<file path="config.mk">
export PLATFORM = sky130hd
export DESIGN_NAME = mem_access_stage
export DESIGN_NICKNAME = d
export VERILOG_FILES = /design/src/rtl/mips_pkg.sv /design/src/rtl/mem_handshake_fsm.sv /design/src/rtl/mem_access_stage.sv
export SDC_FILE = /design/constraint.sdc
export NUM_CORES = 1
export LEC_CHECK = 0
export BUFFER_PORTS_ARGS = -buffer_cell sky130_fd_sc_hd__buf_2
export CORE_MARGIN = 2
export CORE_UTILIZATION = 46
export DETAILED_ROUTE_END_ITERATION = 10
export HOLD_SLACK_MARGIN = 0.15
export PLACE_DENSITY = 0.86
export SYNTH_ARGS = -nofsm -noshare
export SYNTH_HDL_FRONTEND = slang
export SYNTH_HIERARCHICAL = 1
export SYNTH_SLANG_ARGS = --single-unit
</file>
<file path="constraint.sdc">
create_clock -name clk -period 1.87 [get_ports clk]
set_input_delay 0.2805 -clock clk [delete_from_list [all_inputs] [get_ports clk]]
set_output_delay 0.2805 -clock clk [all_outputs]
set_load 0.005 [all_outputs]
</file>
<file path="src/rtl/mips_pkg.sv">
// Shared types and widths for the MIPS pipeline MEM stage.
package mips_pkg;

    localparam int DATA_W = 32;
    localparam int REG_W  = 5;

    typedef enum logic {
        IDLE   = 1'b0,
        ACCESS = 1'b1
    } mem_state_t;

    typedef enum logic [1:0] {
        WB_ALU  = 2'd0,
        WB_MEM  = 2'd1,
        WB_LINK = 2'd2
    } wb_sel_t;

endpackage

</file>
<file path="src/rtl/mem_handshake_fsm.sv">
// Data-memory req/ack handshake: owns the request registers and the
// upstream stall. start_o marks the cycle an access is issued, done_o the
// cycle its acknowledge arrives.
module mem_handshake_fsm #(
    parameter int DATA_W = mips_pkg::DATA_W
) (
    input  logic              clk,
    input  logic              reset,
    input  logic              op_valid_i,
    input  logic              op_write_i,
    input  logic [DATA_W-1:2] addr_i,
    input  logic [DATA_W-1:0] wdata_i,
    input  logic              mem_ack_i,
    output logic              mem_req_o,
    output logic              mem_we_o,
    output logic [DATA_W-1:0] mem_addr_o,
    output logic [DATA_W-1:0] mem_wdata_o,
    output logic              stall_o,
    output logic              start_o,
    output logic              done_o
);
    import mips_pkg::*;

    mem_state_t        state_q, state_d;
    logic              we_q, we_d;
    logic [DATA_W-1:0] addr_q, addr_d;
    logic [DATA_W-1:0] wdata_q, wdata_d;

    // Next state: capture the request on issue, hold it until acknowledged.
    always_comb begin
        state_d = state_q;
        we_d    = we_q;
        addr_d  = addr_q;
        wdata_d = wdata_q;
        stall_o = 1'b0;
        start_o = 1'b0;
        done_o  = 1'b0;
        case (state_q)
            IDLE: begin
                if (op_valid_i) begin
                    stall_o = 1'b1;
                    start_o = 1'b1;
                    we_d    = op_write_i;
                    addr_d  = {addr_i, 2'b00};
                    wdata_d = wdata_i;
                    state_d = ACCESS;
                end
            end
            ACCESS: begin
                // The ack cycle releases the pipeline so EX/MEM advances on that edge.
                stall_o = ~mem_ack_i;
                if (mem_ack_i) begin
                    done_o  = 1'b1;
                    state_d = IDLE;
                end
            end
            default: state_d = IDLE;
        endcase
    end

    // State and request registers; reset abandons any outstanding access.
    always_ff @(posedge clk) begin
        if (reset) begin
            state_q <= IDLE;
            we_q    <= 1'b0;
            addr_q  <= '0;
            wdata_q <= '0;
        end else begin
            state_q <= state_d;
            we_q    <= we_d;
            addr_q  <= addr_d;
            wdata_q <= wdata_d;
        end
    end

    assign mem_req_o   = (state_q == ACCESS);
    assign mem_we_o    = we_q;
    assign mem_addr_o  = addr_q;
    assign mem_wdata_o = wdata_q;

endmodule

</file>
<file path="src/rtl/mem_access_stage.sv">
// MIPS MEM stage: issues data-memory accesses, stalls upstream while one is
// outstanding and registers the writeback bundle for WB.
// Optional macro MEM_ALIGN_CHECK_EN: misaligned memory ops are dropped and
// reported on alignErr instead of having their low address bits cleared.
module mem_access_stage #(
    parameter int DATA_W = mips_pkg::DATA_W,
    parameter int REG_W  = mips_pkg::REG_W
) (
    input  logic              clk,
    input  logic              reset,
    input  logic [DATA_W-1:0] ALUResultIn,
    input  logic [DATA_W-1:0] writeDataIn,
    input  logic [REG_W-1:0]  dataForWRIn,
    input  logic [DATA_W-1:0] newPCIn,
    input  logic              regWriteIn,
    input  logic              memReadIn,
    input  logic              memWriteIn,
    input  logic              memToRegIn,
    input  logic              JALIn,
    output logic              memReq,
    output logic              memWe,
    output logic [DATA_W-1:0] memAddr,
    output logic [DATA_W-1:0] memWData,
    input  logic              memAck,
    input  logic [DATA_W-1:0] memRData,
    output logic              stall,
    output logic              regWriteOut,
    output logic [REG_W-1:0]  writeRegOut,
    output logic [DATA_W-1:0] writeDataOut
`ifdef MEM_ALIGN_CHECK_EN
    ,
    output logic              alignErr
`endif
);
    import mips_pkg::*;

    logic mem_op, misaligned, op_valid, start, done;

    // Instruction latched at issue, retired into WB when the ack arrives.
    logic              pend_rw_q, pend_rw_d;
    logic [REG_W-1:0]  pend_rd_q, pend_rd_d;
    logic              pend_m2r_q, pend_m2r_d;
    logic [DATA_W-1:0] pend_alu_q, pend_alu_d;

    // Writeback bundle.
    logic              wb_rw_q, wb_rw_d;
    logic [REG_W-1:0]  wb_rd_q, wb_rd_d;
    logic [DATA_W-1:0] wb_data_q, wb_data_d;
    logic              align_q, align_d;

    wb_sel_t           wb_sel;
    logic [DATA_W-1:0] wb_alu;
    logic              wb_load;

    function automatic logic [DATA_W-1:0] wb_mux(input wb_sel_t sel,
                                                 input logic [DATA_W-1:0] alu,
                                                 input logic [DATA_W-1:0] mem,
                                                 input logic [DATA_W-1:0] link);
        case (sel)
            WB_MEM:  return mem;
            WB_LINK: return link;
            default: return alu;
        endcase
    endfunction

    assign mem_op = memReadIn | memWriteIn;

`ifdef MEM_ALIGN_CHECK_EN
    assign misaligned = mem_op & (ALUResultIn[1:0] != 2'b00);
`else
    assign misaligned = 1'b0;
`endif

    assign op_valid = mem_op & ~misaligned;

    mem_handshake_fsm #(
        .DATA_W (DATA_W)
    ) u_fsm (
        .clk         (clk),
        .reset       (reset),
        .op_valid_i  (op_valid),
        .op_write_i  (memWriteIn),
        .addr_i      (ALUResultIn[DATA_W-1:2]),
        .wdata_i     (writeDataIn),
        .mem_ack_i   (memAck),
        .mem_req_o   (memReq),
        .mem_we_o    (memWe),
        .mem_addr_o  (memAddr),
        .mem_wdata_o (memWData),
        .stall_o     (stall),
        .start_o     (start),
        .done_o      (done)
    );

    // WB bundle next state: retire an acked access, insert a bubble while
    // one is in flight, otherwise pass the incoming instruction through.
    always_comb begin
        pend_rw_d  = pend_rw_q;
        pend_rd_d  = pend_rd_q;
        pend_m2r_d = pend_m2r_q;
        pend_alu_d = pend_alu_q;
        wb_rw_d    = 1'b0;
        wb_rd_d    = wb_rd_q;
        wb_data_d  = wb_data_q;
        align_d    = 1'b0;
        wb_sel     = WB_ALU;
        wb_alu     = ALUResultIn;
        wb_load    = 1'b0;
        if (done) begin
            wb_rw_d = pend_rw_q & (pend_rd_q != '0);
            wb_rd_d = pend_rd_q;
            wb_alu  = pend_alu_q;
            wb_sel  = (pend_m2r_q & ~memWe) ? WB_MEM : WB_ALU;
            wb_load = 1'b1;
        end else if (start) begin
            // Read and write together is treated as a write with no writeback.
            pend_rw_d  = regWriteIn & ~(memReadIn & memWriteIn);
            pend_rd_d  = dataForWRIn;
            pend_m2r_d = memToRegIn;
            pend_alu_d = ALUResultIn;
        end else if (!memReq) begin
            wb_rw_d = regWriteIn & (dataForWRIn != '0) & ~misaligned;
            wb_rd_d = dataForWRIn;
            wb_sel  = JALIn ? WB_LINK : WB_ALU;
            wb_load = 1'b1;
            align_d = misaligned;
        end
        if (wb_load) begin
            wb_data_d = wb_mux(wb_sel, wb_alu, memRData, newPCIn);
        end
    end

    // Pending-instruction and WB bundle registers.
    always_ff @(posedge clk) begin
        if (reset) begin
            pend_rw_q  <= 1'b0;
            pend_rd_q  <= '0;
            pend_m2r_q <= 1'b0;
            pend_alu_q <= '0;
            wb_rw_q    <= 1'b0;
            wb_rd_q    <= '0;
            wb_data_q  <= '0;
            align_q    <= 1'b0;
        end else begin
            pend_rw_q  <= pend_rw_d;
            pend_rd_q  <= pend_rd_d;
            pend_m2r_q <= pend_m2r_d;
            pend_alu_q <= pend_alu_d;
            wb_rw_q    <= wb_rw_d;
            wb_rd_q    <= wb_rd_d;
            wb_data_q  <= wb_data_d;
            align_q    <= align_d;
        end
    end

    assign regWriteOut  = wb_rw_q;
    assign writeRegOut  = wb_rd_q;
    assign writeDataOut = wb_data_q;

`ifdef MEM_ALIGN_CHECK_EN
    assign alignErr = align_q;
`else
    logic unused_align;
    assign unused_align = align_q;
`endif

endmodule

</file>
==> summary.md <==
The flow ran to the end, and the final reports show no timing, DRC or antenna violations. CTS placed an instance of sky130_fd_sc_hd__clkbuf_16 at the clock tree root. From synthesis to final layout, the design area changed by 38.1%. Walking the worst path, the cells encountered are dlygate4sd3_1, buf_2, and2_2, or4b_1, buf_6, nand3_1, a211oi_2.

The critical path contains buffers and inverters numbering 3 combined. The cell type contributing the most total cell area after synthesis is sky130_fd_sc_hd__dfxtp_1. Of all nets on the critical path, the largest fanout is 16.

The tools report the net total in the final layout as 1166. 0 antenna diodes ended up in the layout. After detailed routing, the total wire length is 22.6 mm. The routed layout has 6900 vias. The tools report the portion of the post-synthesis area used by sequential elements as 39.3%. In this design, the largest share of critical-path delay is due to simple AND/OR/NAND/NOR gates. The most used flip-flop cell after synthesis is sky130_fd_sc_hd__dfxtp_1.

At the pin with the least slew margin, the transition time is 0.720 ns. The run gives 9020 uW as the overall power after layout. The worst path in the final design needs a cycle of 1.85 ns, including I/O delays and setup. Averaged over all synthesized cells, the footprint is 9.56 um^2. The largest net degree at the start of global routing is 126. Measured along the x axis, the die boundary spans 129 um.

Class of the worst hold path: input port to register. The relative contribution of combinational cells to total power is 20.8%, and the die height is 129 um. The area of the placeable core is 15200 um^2. Counting the buffers created by CTS gives 17. The tools report the number of antenna violations at the first check in global routing as 0.

The standard-cell row count was 45; the aggregate global-route resource usage was 26.5%. In the synthesized netlist, the cells that appear most often are 141 x sky130_fd_sc_hd__dfxtp_1, 79 x sky130_fd_sc_hd__nand2_1, 63 x sky130_fd_sc_hd__nand4bb_1. The DRC violations left was 0; the warning count from the yosys run was 6.

The run gives 0.00430 uW as the static leakage power. The largest single stage delay on the critical path is 0.59 ns. Headroom to the max-slew limit came out at 52.0%. The total iterations of the first detailed-routing run was 5. After detailed routing, the number of vias per cell comes to 5.63.

The data arrival time of the worst path was 2.13 ns. Of the total power, the clock network draws 40.8%. In this run the count of I/O pins placed on the die edge is 246.

Setup violations remaining at the end of the flow were counted as 0. The analysis attributes to net switching a power of 2430 uW. The worst hold slack was 0.166 ns; the max-slew violation count was 0. The total overflow left after global routing is 0.

The number of failing hold endpoints at the final stage was 0; the final cycle utilization of the critical path was 99.0%. The type of destination of the critical path is a register. In this run the post-CTS setup repair buffer count came out at 0. Synthesized flop and latch total: 141. The synthesized design contains 0 enable-type register cells.

Across the routed clock network, the largest skew measured is 0.00597 ns. The clock-pin slew on the worst setup and hold paths works out to 0.06 ns. The synthesized instance count is 751. TritonCTS built the clock tree.

HPWL reported at the end of detailed placement: 13.9 mm. Sorting the synthesized cells by area gives the leading types as sky130_fd_sc_hd__dfxtp_1 39%, sky130_fd_sc_hd__nand4bb_1 9.9%, sky130_fd_sc_hd__a211oi_1 6.1%. For the placer congestion estimate, the log shows 0.790. At the later pin of the worst-skew pair, clock insertion delay measures 0.42 ns.

Netlist area before placement: 7180 um^2. The leading cell type by number of instances after synthesis is sky130_fd_sc_hd__dfxtp_1. The number of global-route vias before repair is 6632.

The critical path is of the input port to register type. The area share of the largest cell type after synthesis is 39.3%, and the maximum frequency from static timing analysis is 0.540 GHz. The detailed router finished its first iteration with 556 violations. Setup repair after global routing could not meet its margin everywhere. The run gives 47.2% as the starting density of the core.

The netlist uses 36 different library cells. In the final layout, the share of cells above drive strength 1 is 40.8%. The tools report the kind of start point of the critical path as an input port. The clock sink count was 141. Internal power comes to 6590 uW. H-tree depth reported by CTS: 4. For this design the ratio of total power to cell area is 910 nW/um^2.

The proportion of total power due to net switching works out to 26.9%. The die covers 16600 um^2. The largest buffer count on any clock path came out at 2. The share of total power dissipated in sequential elements is 38.4%.

Dividing the detail-routed wire length by the instance count gives 18.5 um. The async set-reset flop share out of synthesis came out at 0%. The number of buffers inserted by port buffering works out to 243.

Data on the critical path is required at its endpoint by 2.15 ns. For the post-detailed-route count of antenna-violating nets, the log shows 0. Across the run, the number of max-cap violations was 0. For the final core utilization, the log shows 65.2%.

The slowest library cell on the worst path is sky130_fd_sc_hd__or4b_1. First-pass GRT wire length: 34.2 mm. IR analysis of the VDD net gives a maximum drop of 0.690 mV.
power by group through the flow:
stage          Combinational [uW]  Sequential (uW)  Clock [uW]
3_3_place_gp                 1680             3510           0
2_1_floorplan                1080             3520           0
4_1_cts                      1830             3460        3720
5_1_grt                      2030             3490        3880
3_5_place_dp                 1710             3520           0
6_report                     1880             3470        3680
placed cells by master (no fill, tap or decap), types with 2 or more instances in the layout:
cell type,Yosys,final
sky130_fd_sc_hd__a2bb2oi_1,22,22
sky130_fd_sc_hd__conb_1,1,2
sky130_fd_sc_hd__nand4bb_1,63,63
sky130_fd_sc_hd__clkinv_4,0,2
sky130_fd_sc_hd__o21ai_1,33,33
sky130_fd_sc_hd__bufinv_16,0,4
sky130_fd_sc_hd__nand2_1,79,79
sky130_fd_sc_hd__mux2_2,32,32
sky130_fd_sc_hd__o211ai_1,2,2
sky130_fd_sc_hd__nand2b_4,31,31
sky130_fd_sc_hd__nand3_1,33,15
sky130_fd_sc_hd__a211oi_2,1,3
sky130_fd_sc_hd__buf_6,11,5
sky130_fd_sc_hd__o21ai_2,30,30
sky130_fd_sc_hd__a221oi_1,10,8
sky130_fd_sc_hd__clkbuf_8,0,4
sky130_fd_sc_hd__mux2i_1,5,5
sky130_fd_sc_hd__dfxtp_1,141,140
sky130_fd_sc_hd__a221oi_2,0,2
sky130_fd_sc_hd__or4_1,2,2
sky130_fd_sc_hd__nand2b_1,35,35
sky130_fd_sc_hd__a21oi_1,41,41
sky130_fd_sc_hd__nor2_1,37,37
sky130_fd_sc_hd__nand3_2,0,18
sky130_fd_sc_hd__clkinv_2,0,3
sky130_fd_sc_hd__clkbuf_16,0,17
sky130_fd_sc_hd__buf_2,30,242
sky130_fd_sc_hd__buf_12,0,7
sky130_fd_sc_hd__buf_4,5,15
sky130_fd_sc_hd__dlygate4sd3_1,0,69
sky130_fd_sc_hd__a211oi_1,58,56
metal layers:
layer	vias to the layer above	wire length (um)	GRT usage, %
met2	255	11700	47.0
met4	2	742	11.1
met1	3309	8910	29.8
met5	-	6	0
met3	52	1270	7.32
li1	3282	-	-
path summary, 6_finish.rpt:
kind	startpoint	to	slack [ns]	cells after the start
worst max-delay path	memAck	writeDataOut[21]	0.02	7
worst min-delay path	ALUResultIn[10]	pend_alu_q[10]	0.17	3
worst max register to register	u_fsm/mem_req_o	pend_rw_q	0.14	7
worst min register to register	pend_alu_q[22]	pend_alu_q[22]	0.45	2
sequential cells by signal (all words and copies together), names as in the netlist:
signal and count:
u_fsm/mem_addr_o 30, pend_rw_q 1, u_fsm/mem_we_o 1, regWriteOut 1, u_fsm/mem_req_o 1, pend_m2r_q 1
u_fsm/mem_wdata_o 32, writeDataOut 32, pend_alu_q 32, writeRegOut 5, pend_rd_q 5
repair_timing:
action | 4_1_cts | 5_1_grt
setup endpoints to repair | 0 | 17
resized for setup | 0 | 8
endpoints found under the hold margin | 69 | 2
hold buffers | 67 | 2
stage by stage:
| step | area (um^2) | worst slack [ns] | cells | setup TNS, ns |
|---|---|---|---|---|
| 3_5_place_dp | 8540 | -0.0363 | 1125 | -0.281 |
| 6_report | 9910 | 0.0188 | 1226 | 0 |
| 4_1_cts | 9860 | 0.0304 | 1224 | 0 |
| 5_1_grt | 9910 | -0.0117 | 1226 | -0.0214 |
| 3_3_place_gp | 8540 | -0.00194 | 1125 | -0.00244 |
| 2_1_floorplan | 7310 | -0.0947 | 752 | -2.61 |
logic make-up (layout without fill, tap and decap cells):
logic type	Yosys count	in the layout	synth area share [%]
buffers and inverters	85	371	7.04
flip-flops	141	141	39.3
AO/OA/AOI/OAI	199	199	19.4
AND/OR/NAND/NOR	288	288	28.5
other	1	2	0.0522
multiplexers	37	37	5.72
cell type report:
cell class,count,area [um^2]
repair buffers,338,2210
clock buffers,22,484
multi-input cells,526,3990
flip-flops and latches,141,2820
fillers,1210,5290
well taps,188,235
inverters,1,8.76
clock inverters,10,160
worst reg2reg max path, stage by stage (launching register included):
cell and delay (ns):
sky130_fd_sc_hd__dfxtp_2 0.34, sky130_fd_sc_hd__nand2b_4 0.16, sky130_fd_sc_hd__inv_6 0.10, sky130_fd_sc_hd__buf_12 0.33, sky130_fd_sc_hd__nor2b_4 0.26, sky130_fd_sc_hd__buf_4 0.22
sky130_fd_sc_hd__nand3_1 0.11, sky130_fd_sc_hd__a21oi_1 0.14
(Power assumes the default switching activity.)
